$ cat src/rtl/intack_seq_pkg.sv
// Shared interrupt package: acknowledge-sequencer state encoding and
// default pulse/gap timing used by both the sequencer and the priority resolver.
package intack_seq_pkg;

  // Acknowledge sequencer states (3-bit encoding).
  typedef enum logic [2:0] {
    IDLE = 3'd0,
    ACK1 = 3'd1,
    GAP  = 3'd2,
    ACK2 = 3'd3,
    HOLD = 3'd4
  } intack_state_e;

  // Default timing: cycles inta_n is low per pulse, cycles high between pulses.
  localparam int INTA_W_DEFAULT = 2;
  localparam int GAP_W_DEFAULT  = 1;

  // Width of the shared phase down-counter.
  localparam int CNT_W = 4;

endpackage

$ cat src/rtl/intack_seq.sv
// intack_seq: generates the two-pulse active-low interrupt acknowledge
// sequence, captures the vector byte on the second pulse and holds it
// until the CPU core accepts it.
// Optional feature: define INTACK_SPURIOUS_EN to flag vectors whose
// request was withdrawn before the end of the first pulse.
module intack_seq
  import intack_seq_pkg::*;
#(
  parameter int INTA_W = INTA_W_DEFAULT,  // 1..15
  parameter int GAP_W  = GAP_W_DEFAULT    // 1..15
) (
  input  logic       clk,
  input  logic       rst,
  input  logic       intr,
  input  logic       if_en,
  input  logic [7:0] data_in,
  output logic       inta_n,
  output logic [7:0] vec,
  output logic       vec_valid,
  input  logic       vec_ready,
  output logic       busy,
  output logic       spurious
);

  // Counter reload values: a phase lasting N cycles counts N-1 down to 0.
  localparam logic [CNT_W-1:0] INTA_LD = CNT_W'(INTA_W - 1);
  localparam logic [CNT_W-1:0] GAP_LD  = CNT_W'(GAP_W - 1);

  intack_state_e    state_q, state_d;
  logic [CNT_W-1:0] cnt_q, cnt_d;
  logic             inta_n_q, inta_n_d;
  logic [7:0]       vec_q, vec_d;
  logic             vec_valid_q, vec_valid_d;
  logic             busy_q, busy_d;

  // Next-state, counter and registered-output computation.
  always_comb begin
    state_d     = state_q;
    cnt_d       = cnt_q;
    inta_n_d    = 1'b1;
    vec_d       = vec_q;
    vec_valid_d = vec_valid_q;
    case (state_q)
      IDLE: begin
        if (intr && if_en) begin
          state_d  = ACK1;
          cnt_d    = INTA_LD;
          inta_n_d = 1'b0;
        end else begin
          cnt_d = 4'd0;
        end
      end
      ACK1: begin
        if (cnt_q == 4'd0) begin
          state_d = GAP;
          cnt_d   = GAP_LD;
        end else begin
          cnt_d    = cnt_q - 4'd1;
          inta_n_d = 1'b0;
        end
      end
      GAP: begin
        if (cnt_q == 4'd0) begin
          state_d  = ACK2;
          cnt_d    = INTA_LD;
          inta_n_d = 1'b0;
        end else begin
          cnt_d = cnt_q - 4'd1;
        end
      end
      ACK2: begin
        if (cnt_q == 4'd0) begin
          state_d     = HOLD;
          cnt_d       = 4'd0;
          vec_d       = data_in;
          vec_valid_d = 1'b1;
        end else begin
          cnt_d    = cnt_q - 4'd1;
          inta_n_d = 1'b0;
        end
      end
      HOLD: begin
        // Always pass through IDLE so a restart needs one more edge.
        if (vec_ready) begin
          state_d     = IDLE;
          vec_valid_d = 1'b0;
        end else begin
          state_d = HOLD;
        end
      end
      default: begin
        state_d     = IDLE;
        cnt_d       = 4'd0;
        vec_valid_d = 1'b0;
      end
    endcase
    busy_d = (state_d != IDLE);
  end

  // State, counter and output registers with synchronous reset.
  always_ff @(posedge clk) begin
    if (rst) begin
      state_q     <= IDLE;
      cnt_q       <= 4'd0;
      inta_n_q    <= 1'b1;
      vec_q       <= 8'h00;
      vec_valid_q <= 1'b0;
      busy_q      <= 1'b0;
    end else begin
      state_q     <= state_d;
      cnt_q       <= cnt_d;
      inta_n_q    <= inta_n_d;
      vec_q       <= vec_d;
      vec_valid_q <= vec_valid_d;
      busy_q      <= busy_d;
    end
  end

  assign inta_n    = inta_n_q;
  assign vec       = vec_q;
  assign vec_valid = vec_valid_q;
  assign busy      = busy_q;

`ifdef INTACK_SPURIOUS_EN
  logic spur_q, spur_d;

  // Flag a request withdrawn at the last ACK1 edge; clear on the next ACK1 entry.
  always_comb begin
    spur_d = spur_q;
    if (state_q == IDLE && state_d == ACK1) begin
      spur_d = 1'b0;
    end else if (state_q == ACK1 && state_d == GAP && !intr) begin
      spur_d = 1'b1;
    end else begin
      spur_d = spur_q;
    end
  end

  // Spurious flag register.
  always_ff @(posedge clk) begin
    if (rst) begin
      spur_q <= 1'b0;
    end else begin
      spur_q <= spur_d;
    end
  end

  assign spurious = spur_q;
`else
  assign spurious = 1'b0;
`endif

endmodule

$ cat config.mk
export PLATFORM = sky130hd
export DESIGN_NAME = intack_seq
export DESIGN_NICKNAME = d
export VERILOG_FILES = /design/src/rtl/intack_seq_pkg.sv /design/src/rtl/intack_seq.sv
export SDC_FILE = /design/constraint.sdc
export NUM_CORES = 1
export LEC_CHECK = 0
export BUFFER_PORTS_ARGS = -buffer_cell sky130_fd_sc_hd__buf_2
export CAP_MARGIN = 30
export CORE_UTILIZATION = 52
export CTS_BUF_LIST = sky130_fd_sc_hd__clkbuf_2 sky130_fd_sc_hd__clkbuf_4 sky130_fd_sc_hd__clkbuf_8
export DETAILED_ROUTE_END_ITERATION = 6
export PLACE_DENSITY = 0.88
export SYNTH_ARGS = -nofsm -noshare
export SYNTH_HDL_FRONTEND = slang
export SYNTH_SLANG_ARGS = --single-unit
$ cat constraint.sdc
create_clock -name clk -period 2.65 [get_ports clk]
set_clock_uncertainty 0.15 [all_clocks]
set_input_delay 0.1325 -clock clk [delete_from_list [all_inputs] [get_ports clk]]
set_output_delay 0.1325 -clock clk [all_outputs]
set_load 0.01 [all_outputs]
==> summary.md <==
For the final design utilization, the log shows 71.59%. TritonCTS built the clock tree. The largest total area in the synthesized netlist belongs to sky130_fd_sc_hd__dfxtp_1. Setup repair after global routing left no endpoint under its margin. The critical path class is register to register. Clock-pin slew was measured on the worst setup and hold paths at 100 ps. The Yosys step of the flow raised 0 warnings. The tools report the peak supply drop as 0.3040 mV.

In the synthesized netlist, the number of instances is 94. For this design the static power due to leakage is 0.4343 nW. For this design, the CTS-stage hold fixing added 9 buffers.

The tools report the wire length of the first global-routing pass as 2884 microns. The run gives 21.10% as the combined global-route utilization of all metal layers. After detailed routing, the number of remaining DRC violations is 0. The initial utilization of the core area, before any placement, comes to 57.06%. The site row count was 14; the fraction of layout instances using a drive strength above 1 was 26.83%. The tools report the final antenna-violating net count as 0. Dividing the detail-routed via count by the number of cells gives 5.252. The routed design could run at a clock period as short as 2058 ps. Summing all non-filler instances in the final layout gives an area of 1104 sq um. The die is 43.13 microns wide.

Power density normalized to cell area: 505.1 nW/um^2. Sorting the synthesized cells by how often they occur yields 21 x sky130_fd_sc_hd__nand2b_1, 18 x sky130_fd_sc_hd__dfxtp_1, 8 x sky130_fd_sc_hd__mux2i_1, 6 x sky130_fd_sc_hd__a21oi_1, 4 x sky130_fd_sc_hd__clkbuf_1. The overflow left after global routing is 0, and the number of flops mapped to enable cells by yosys is 0.

The number of antenna diodes in the final layout is 0. The worst setup slack after placement is 663.7 ps, and the placed wire-length estimate is 1162 microns. Once layout is complete, the cells apart from fillers number 139. After synthesis, flip-flops and latches occupy 40.97% of the total area.

The endpoint identified for the worst register-to-register timing path is vec[6]. The tools report the maximum number of pins on one net before global-route repair as 27. The tools report the total wire length as 1827 microns. In this run, distinct cell masters in the synthesized netlist total 32. The worst hold path was traced through 2 stages.

In this run the biggest area consumer among cell types represents 40.97% of the synthesized area. The part of the cycle the worst path needs is 77.67%, and the worst hold slack after final layout is 61.70 ps. For the via count of the first global-routing pass, the log shows 650.

The min-delay analysis places its worst path in the category input port to register. The vertical die dimension works out to 43.13 microns. In this run the tool buffered the top-level ports with 23 buffer cells. The final layout contains 137 nets.

The endpoint of the worst hold-timing path was state_q[2]. The area growth from synthesis to layout was 25.46%. In this run the cell area of the synthesized design comes to 879.6 sq um. The number of synthesized register bits came out at 18. The most used flip-flop cell after synthesis is sky130_fd_sc_hd__dfxtp_1. The run gives 1860 sq um as the area of the die.

Before antenna repair, the detailed router went through 4 iterations. Each instance of the synthesized netlist takes up on average 9.357 sq um. Once the clock tree was built, the setup fixing pass inserted 0 buffers. The total CTS buffers is 3. The worst register-to-register path begins at cnt_q[0]. The run gives 51.88% as the headroom to the max-slew limit. The run gives 0.7884 as the final weighted congestion of routability-driven global placement. The largest fanout of any net on the critical path came out at 9. The tools report the flop-to-flop setup slack as 590 ps.

The arrival time at the worst endpoint was 2130 ps. The worst-case reg-to-reg path depth is 3. After detailed placement, the total cell area comes to 977.2 sq um.

The launch instance of the worst min-delay path is rst. In the synthesized netlist the async set-or-reset flop fraction comes to 0%. Transition at the pin with the smallest max-transition slack: 716.4 ps.

Dominant cell by count in the synthesized netlist: sky130_fd_sc_hd__nand2b_1. The final route contains 730 vias. The run gives 0 as the number of pins exceeding their max-slew limit in the final report.

The longest clock path from root to sink contains 2 buffers. The total design power came out at 557.4 uW. The latest clock arrival within the worst-skew pair is 300 ps, and the number of antenna violations at the first check in global routing is 0. The smallest setup slack after layout came out at 591.7 ps. The worst setup path is launched from a register. For the max-capacitance violation count, the log shows 0. Once the clock tree was built, the resizer swapped 0 gates to a different size. For the maximum level of the CTS H-tree, the log shows 1. The wire length per cell after detailed routing is 13.14 microns, and the number of endpoints with negative hold slack in the final report is 0. Setup violations remaining at the end of the flow were counted as 0.

The core region is 1541 sq um. For the number of cells in the design after placement, the log shows 126. The tools report the clock root buffer as sky130_fd_sc_hd__clkbuf_4.

In this run the count of I/O pins placed on the die edge is 25. The achievable frequency was 485.8 MHz; the final setup TNS was 0 ps. The flow ran to the end, and the final reports show no timing, DRC or antenna violations. The required time reported for the critical path endpoint came out at 2720 ps. The worst setup path is captured at a register. By area the synthesized netlist is led by sky130_fd_sc_hd__dfxtp_1 41%, sky130_fd_sc_hd__nand2b_1 15%, sky130_fd_sc_hd__mux2i_1 9.1%. The number of nets produced by synthesis was 107. Clock tree synthesis found a total of 18 sinks.

The first routing iteration left 13 violations.
## final cells by class
| cell class | count | area (sq um) |
|---|---|---|
| inverters | 2 | 7.507 |
| well taps | 16 | 20.02 |
| repair buffers | 32 | 205.2 |
| flip-flops and latches | 18 | 360.3 |
| fillers | 109 | 437.9 |
| multi-input cells | 67 | 474.2 |
| clock buffers | 4 | 36.28 |
## registers in the layout, summed over array words and instances, names as in the netlist
signal / count
vec: 8
cnt_q: 4
state_q: 3
busy: 1
inta_n: 1
vec_valid: 1
## where the power goes
part	total [mW]	internal, mW	switching, mW	leakage, nW
clock	0.174	0.0839	0.0898	0.0210
sequential	0.295	0.281	0.0137	0.146
combinational	0.0887	0.0492	0.0395	0.267
## worst max path at each step
stage / startpoint / endpoint / slack (ps)
after floorplan: cnt_q[0] / vec[0] / 800
after global placement: cnt_q[0] / vec[6] / 730
after detailed placement: cnt_q[0] / vec[7] / 660
after CTS: cnt_q[0] / vec[7] / 640
after global routing: cnt_q[0] / vec[6] / 480
final: cnt_q[0] / vec[6] / 590
## metal layers
metal  vias to the layer above  part of all wire (%)  track usage, %
li1                        384                     -               -
met1                       324                    46           27.06
met2                        17                    48           32.84
met3                         5                   3.2           4.255
met4                         0                   2.8           11.52
met5                         -                     0               0
## worst max-delay path, stage by stage, from the launching register on
cell                      delay (ps)
sky130_fd_sc_hd__dfxtp_1         390
sky130_fd_sc_hd__or4_4           580
sky130_fd_sc_hd__nor4_4          560
sky130_fd_sc_hd__mux2i_1         300
## cells in the final DEF (no fill, tap or decap), types with 2 or more instances in the layout
cell type	n
sky130_fd_sc_hd__buf_2	23
sky130_fd_sc_hd__nand2b_1	21
sky130_fd_sc_hd__dfxtp_1	18
sky130_fd_sc_hd__dlygate4sd3_1	9
sky130_fd_sc_hd__mux2i_1	8
sky130_fd_sc_hd__a21oi_1	6
sky130_fd_sc_hd__or2_2	3
sky130_fd_sc_hd__nor2_1	3
sky130_fd_sc_hd__clkbuf_4	3
sky130_fd_sc_hd__inv_1	2
sky130_fd_sc_hd__nor3b_1	2
sky130_fd_sc_hd__a211oi_1	2
sky130_fd_sc_hd__nand2_1	2
sky130_fd_sc_hd__o22ai_1	2
sky130_fd_sc_hd__o21ai_0	2
## cells by family (layout without fill, tap and decap cells)
logic type             Yosys count  after routing  synth area share [%]
DFF                             18             18                 40.97
buffers and inverters            9             38                 5.121
other                            1              1                0.4263
and+or+nand+nor                 40             40                 30.58
muxes                            8              8                 9.104
AOI/OAI and AO/OA               18             18                 13.80
Power figures use the tool's default switching activity.
